==> config.mk <==
export PLATFORM = sky130hd
export DESIGN_NAME = radical
export DESIGN_NICKNAME = d
export VERILOG_FILES = /design/src/rtl/radical_pkg.sv /design/src/rtl/mul_sa.sv /design/src/rtl/radical.sv
export SDC_FILE = /design/constraint.sdc
export NUM_CORES = 1
export LEC_CHECK = 0
export CAP_MARGIN = 30
export CORE_MARGIN = 10
export CORE_UTILIZATION = 28
export DETAILED_ROUTE_END_ITERATION = 7
export PLACE_DENSITY = 0.48
export REMOVE_ABC_BUFFERS = 1
export SETUP_SLACK_MARGIN = 0.4
export SYNTH_ARGS = -nofsm -noshare
export SYNTH_HDL_FRONTEND = slang
export SYNTH_SLANG_ARGS = --single-unit
==> constraint.sdc <==
create_clock -name Clk -period 13.1 [get_ports Clk]
set_clock_uncertainty 0.05 [all_clocks]
set_input_delay 1.31 -clock Clk [delete_from_list [all_inputs] [get_ports Clk]]
set_output_delay 1.31 -clock Clk [all_outputs]
set_load 0.005 [all_outputs]
==> src/rtl/radical_pkg.sv <==
// Shared types and constants for the iterative integer k-th root unit.
package radical_pkg;
  localparam int WIDTH_DEFAULT = 16;
  localparam int PWIDTH        = 2 * WIDTH_DEFAULT;

  typedef enum logic [2:0] {
    IDLE, CHECK, TRY, MSTART, MWAIT, TEST, NEXT, DONE
  } radical_state_t;
endpackage

==> src/rtl/mul_sa.sv <==
// WIDTH x WIDTH -> 2*WIDTH shift-add multiplier; start sampled when idle,
// WIDTH add cycles, then a single-cycle ack with P held until the next start.
module mul_sa
  import radical_pkg::*;
#(
  parameter int WIDTH = WIDTH_DEFAULT
) (
  input  logic               Clk,
  input  logic               Rst,
  input  logic               start,
  input  logic [WIDTH-1:0]   A,
  input  logic [WIDTH-1:0]   B,
  output logic [2*WIDTH-1:0] P,
  output logic               ack
);
  localparam int CW = $clog2(WIDTH);

  logic [2*WIDTH-1:0] mc;
  logic [WIDTH-1:0]   mp;
  logic [CW-1:0]      cnt;
  logic               busy;

  always_ff @(posedge Clk or posedge Rst) begin
    if (Rst) begin
      mc   <= '0;
      mp   <= '0;
      cnt  <= '0;
      busy <= 1'b0;
      P    <= '0;
      ack  <= 1'b0;
    end else begin
      ack <= 1'b0;
      if (!busy) begin
        if (start) begin
          mc   <= {{WIDTH{1'b0}}, A};
          mp   <= B;
          P    <= '0;
          cnt  <= '0;
          busy <= 1'b1;
        end
      end else begin
        if (mp[0]) P <= P + mc;
        mc  <= mc << 1;
        mp  <= mp >> 1;
        cnt <= cnt + 1'b1;
        if (cnt == CW'(WIDTH - 1)) begin
          busy <= 1'b0;
          ack  <= 1'b1;
        end
      end
    end
  end
endmodule

==> src/rtl/radical.sv <==
// R = floor(A^(1/B)) by MSB-first binary search, powering each candidate with mul_sa.
// Optional RADICAL_FASTPATH_EN resolves B==1 and B>=WIDTH directly in CHECK.
module radical
  import radical_pkg::*;
#(
  parameter int WIDTH = WIDTH_DEFAULT
) (
  input  logic             Clk,
  input  logic             Rst,
  input  logic             start,
  input  logic [WIDTH-1:0] A,
  input  logic [WIDTH-1:0] B,
  output logic [WIDTH-1:0] R,
  output logic             ack,
  output logic             err
);
  localparam int PW = 2 * WIDTH;
  localparam int IW = $clog2(WIDTH);

  radical_state_t   state, state_nxt;
  logic [WIDTH-1:0] x, k, c, n;
  logic [PW-1:0]    p, mul_p;
  logic [IW-1:0]    i;
  logic             mul_go, mul_ack, over;

  // P never exceeds X before a multiply, so its low half is the full operand.
  mul_sa #(.WIDTH(WIDTH)) u_mul (
    .Clk   (Clk),
    .Rst   (Rst),
    .start (mul_go),
    .A     (p[WIDTH-1:0]),
    .B     (c),
    .P     (mul_p),
    .ack   (mul_ack)
  );

  assign over = p > PW'(x);

  always_ff @(posedge Clk or posedge Rst) begin
    if (Rst) state <= IDLE;
    else     state <= state_nxt;
  end

  always_comb begin
    state_nxt = state;
    mul_go    = 1'b0;
    case (state)
      IDLE:   if (start) state_nxt = CHECK;
      CHECK: begin
        state_nxt = TRY;
        if (k == '0 || x == '0) state_nxt = DONE;
`ifdef RADICAL_FASTPATH_EN
        else if (k == WIDTH'(1) || k >= WIDTH'(WIDTH)) state_nxt = DONE;
`endif
      end
      TRY:    state_nxt = MSTART;
      MSTART: begin
        mul_go    = 1'b1;
        state_nxt = MWAIT;
      end
      MWAIT:  if (mul_ack) state_nxt = TEST;
      TEST:   state_nxt = (over || n == '0) ? NEXT : MSTART;
      NEXT:   state_nxt = (i == '0) ? DONE : TRY;
      DONE:   state_nxt = IDLE;
      default: state_nxt = IDLE;
    endcase
  end

  always_ff @(posedge Clk or posedge Rst) begin
    if (Rst) begin
      x   <= '0;
      k   <= '0;
      c   <= '0;
      n   <= '0;
      p   <= '0;
      i   <= '0;
      R   <= '0;
      ack <= 1'b0;
      err <= 1'b0;
    end else begin
      case (state)
        IDLE: if (start) begin
          x   <= A;
          k   <= B;
          R   <= '0;
          ack <= 1'b0;
          err <= 1'b0;
          i   <= IW'(WIDTH - 1);
        end
        CHECK: begin
          if (k == '0) err <= 1'b1;
`ifdef RADICAL_FASTPATH_EN
          else if (x != '0 && k == WIDTH'(1))     R <= x;
          else if (x != '0 && k >= WIDTH'(WIDTH)) R <= WIDTH'(1);
`endif
        end
        TRY: begin
          c <= R | (WIDTH'(1) << i);
          p <= PW'(1);
          n <= k;
        end
        MWAIT: if (mul_ack) begin
          p <= mul_p;
          n <= n - 1'b1;
        end
        TEST: if (!over && n == '0) R <= c;
        NEXT: if (i != '0) i <= i - 1'b1;
        DONE: ack <= 1'b1;
        default: ;
      endcase
    end
  end
endmodule

==> impl_metrics.py <==
metrics = {
    "timing": {
        "setup_viol_count_final": 0,
        "fin_crit_ns": 3.27,
        "worst_slew_pin_slew_ns": 0.932,
        "slew_viol_final": 0,
        "finalSetupTns_ns": 0,
        "fin_crit_sh_pct": 24.9,
        "worst_hold_slack_ns": 0.433,
        "rsz0062_at_grt": "false",
        "slew_headroom_pct": 37.9,
        "fmax_mhz": 306,
        "finalHoldViolCount": 0,
    },
    "drt": {
        "ant_nets": 0,
        "drtIter0Drc": 479,
        "firstDrtPassIters": 5,
        "avgRoutedWirePerCell_um": 14.9,
        "via_per_inst": 4.75,
        "drc_errors": 0,
        "wirelength_mm": 26.6,
        "vias": 8457,
    },
    "die": {
        "rows": 71,
        "start_util_pct": 28.6,
        "pin_count": 53,
        "core_um2": 37800,
        "dieArea_um2": 46900,
        "fp.dieW_um": 217,
        "die_y_um": 217,
    },
    "setup_path": {
        "critPathLaunch": "u_mul.P[0]",
        "start_kind": "flip-flop",
        "critical-path-max-stage-delay_ns": 0.43,
        "required_ns": 13.46,
        "worstPathCellList": "ha_1 > fa_1 > a211oi_1 > o21ai_1 > nand2_1 > o21a_1 > o21ai_1 > a31oi_1 > o21ai_1 > a41oi_1 > mux2i_1 > nand2_1",
        "endpoint": "u_mul.P[30]",
        "r2r_cells": 12,
        "arrival_ns": 3.63,
        "cp_slowest_cell": "fa_1",
        "reg2reg_from": "u_mul.P[0]",
        "crit_path_frequent_cell": "o21ai_1",
        "crit_type": "flip-flop to flip-flop",
        "cp_max_fo": 3,
        "r2r_end": "u_mul.P[30]",
        "end_kind": "flip-flop",
        "reg2reg_slack_ns": 9.83,
    },
    "clock_tree": {
        "ctsHtreeMaxLevel": 1,
        "holdBufCountCts": 0,
        "cts.sinks": 207,
        "clk_pin_slew_ns": 0.06,
        "cts_buffers": 25,
        "cts_setup_buffers": 0,
        "cts_resized": 0,
        "cts_tree": "built",
        "clk_latency_ns": 0.52,
        "clock-root-buffer": "clkbuf_16",
        "clock_path_buffers": 3,
    },
    "place": {
        "io_buffers": 52,
        "gp_congestion": 0.777,
        "placed_cells": 1735,
        "dp_hpwl_mm": 18.0,
    },
    "layout": {
        "syn2layout_area_growth_pct": 17.0,
        "fill_cells": 3951,
        "num_antenna_cells": 0,
        "drive_gt1_share_pct": 5.59,
        "nets": 1345,
        "final_cells": 1780,
    },
    "synth": {
        "synth_edf_count": 0,
        "ys_seq_area_share_pct": 47.9,
        "async_flop_share_pct": 100,
        "synth_area_per_cell_um2": 8.82,
        "synthFlopType": "dfrtp_1",
        "synth_cell_type_count": 55,
        "ys_warn_count": 0,
        "synth_area_um2": 10800,
        "syn_inst": 1226,
        "synth_seq_cells": 207,
    },
    "power_and_ir_drop": {
        "ir_drop_v": 0.000101,
        "p_leak_nw": 5.63,
        "power_mw": 2.41,
        "power.density_nw_per_um2": 191,
    },
    "global_route": {
        "grt.total_usage_pct": 11.3,
        "grt_pass1_vias": 8512,
        "grt_overflow": 0,
        "grt_antenna_before_repair": 0,
        "grt_max_degree": 106,
        "grt_pass1_wl_mm": 45.2,
    },
    "job": {
        "cap_viol_max_count": 0,
    },
    "run_status": {
        "status": "complete, no violations",
    },
    "hold_path": {
        "hold_path.class": "flip-flop to flip-flop",
    },
}
power breakdown:
part | switching [mW] | total [mW] | internal [mW]
logic | 0.472 | 0.750 | 0.278
registers | 0.152 | 0.965 | 0.813
clock network | 0.273 | 0.695 | 0.422
total | 0.897 | 2.41 | 1.51
final cells by class:
| type | instances | area (um2) | area share (%) |
|---|---|---|---|
| clock buffer | 34 | 719 | 5.69 |
| clock inverter | 11 | 109 | 0.861 |
| inverter | 31 | 124 | 0.979 |
| multi-input combinational | 922 | 5240 | 41.4 |
| sequential | 207 | 5180 | 41.0 |
| tap | 511 | 639 | 5.06 |
| timing repair buffer | 64 | 638 | 5.05 |
critical path: cells and delay by family, from the launching register on:
family / cells / cell delay [ns]
simple gates: 2 / 0.18
flops: 1 / 0.40
fa+ha+maj: 2 / 0.68
compound gates: 7 / 1.63
mux: 1 / 0.21
cell usage in the layout (no fill, tap or decap), types with 5 or more instances in the layout:
cell type        Yosys  routed
nor3_1              10      10
a21o_1              15      15
clkinv_2             0       8
xnor2_1             17      17
inv_1               31      30
ha_1                58      58
a21oi_1             63      63
and2_1               5       5
o21ai_1             22      22
nor4_1              18      18
nor2_1              35      34
mux2i_1             34      34
o211ai_1             6       6
nand3_1             28      28
nand2_1            322     321
xor2_1              15      15
nand2b_1             6       6
clkbuf_8             1       6
buf_4                0      10
clkdlybuf4s50_1      0      52
a31oi_1             12      12
clkbuf_16            0      25
dfrtp_1            207     206
nand4_1             11      11
nor2b_1             12      11
o21ai_0            174     174
cell families after synthesis:
family / Yosys count / share of synthesized area (%)
AO/OA/AOI/OAI: 329 / 17.0
XOR/XNOR: 32 / 2.59
adder cells (fa/ha/maj): 59 / 6.90
buffers and inverters: 97 / 3.75
flip-flops: 207 / 47.9
multiplexers: 34 / 3.15
AND/OR/NAND/NOR: 468 / 18.7
through the flow:
stage / instance area [um2] / setup slack [ns] / utilization [%]
detailed placement: 11800 / 9.47 / 31.2
floorplan: 10500 / 6.09 / -
global placement: 11800 / 9.37 / 31.1
global route: 12600 / 9.64 / 33.4
CTS: 12600 / 9.82 / 33.4
finish: 12600 / 9.83 / 33.4
cell usage after synthesis, drive strengths merged (2+ instances only):
cell type,count,area (um2)
mux2i,34,340
a211oi,2,15.0
a22oi,4,30.0
inv,31,116
a21o,15,113
a221oi,2,17.5
xor2,15,131
and3,5,31.3
a31oi,12,75.1
o21a,4,30.0
nor3b,4,30.0
o31ai,2,15.0
nor2,36,143
nand4,11,68.8
or4,2,18.8
or3,4,25.0
nor3,10,50.1
a32o,3,30.0
a21oi,63,315
nor2b,13,88.8
o21bai,2,15.0
and2,5,31.3
a22o,4,35.0
or2,2,12.5
dfrtp,207,5180
nor4,18,113
nand3,28,140
o211ai,6,45.0
buf,16,87.6
a41oi,2,25.0
nand2,322,1210
ha,58,726
xnor2,17,149
clkbuf,50,201
nand2b,7,51.3
o21ai,198,998
o22ai,4,25.0
a2111oi,2,17.5
routing by layer:
metal | routed length (um) | up-vias | part of all wire (%) | global-route usage, %
met4 | 422 | 0 | 1.6 | 2.91
met1 | 13500 | 4030 | 51 | 15.7
met3 | 798 | 31 | 3.0 | 1.63
met5 | 0 | - | 0 | 0
li1 | - | 4299 | - | -
met2 | 11800 | 97 | 45 | 18.1
registers in the layout, indices dropped and copies added, names as in the netlist, 16 cells and up:
register  cells
k            16
x            16
u_mul.mp     16
c            16
R            16
n            16
u_mul.mc     32
u_mul.P      32
p            32
how the worst min path moves through the flow:
stage / start / end / slack (ns) / depth (start not counted)
5_1_grt: u_mul.mp[2] / u_mul.mp[1] / 0.47 / 2
2_1_floorplan: n[7] / n[7] / 0.39 / 2
6_report: u_mul.mp[1] / u_mul.mp[0] / 0.43 / 2
3_5_place_dp: u_mul.mp[2] / u_mul.mp[1] / 0.42 / 2
3_3_place_gp: u_mul.mp[5] / u_mul.mp[4] / 0.41 / 2
4_1_cts: u_mul.mp[2] / u_mul.mp[1] / 0.44 / 2
Note: power is estimated with default switching activity, not from simulation.
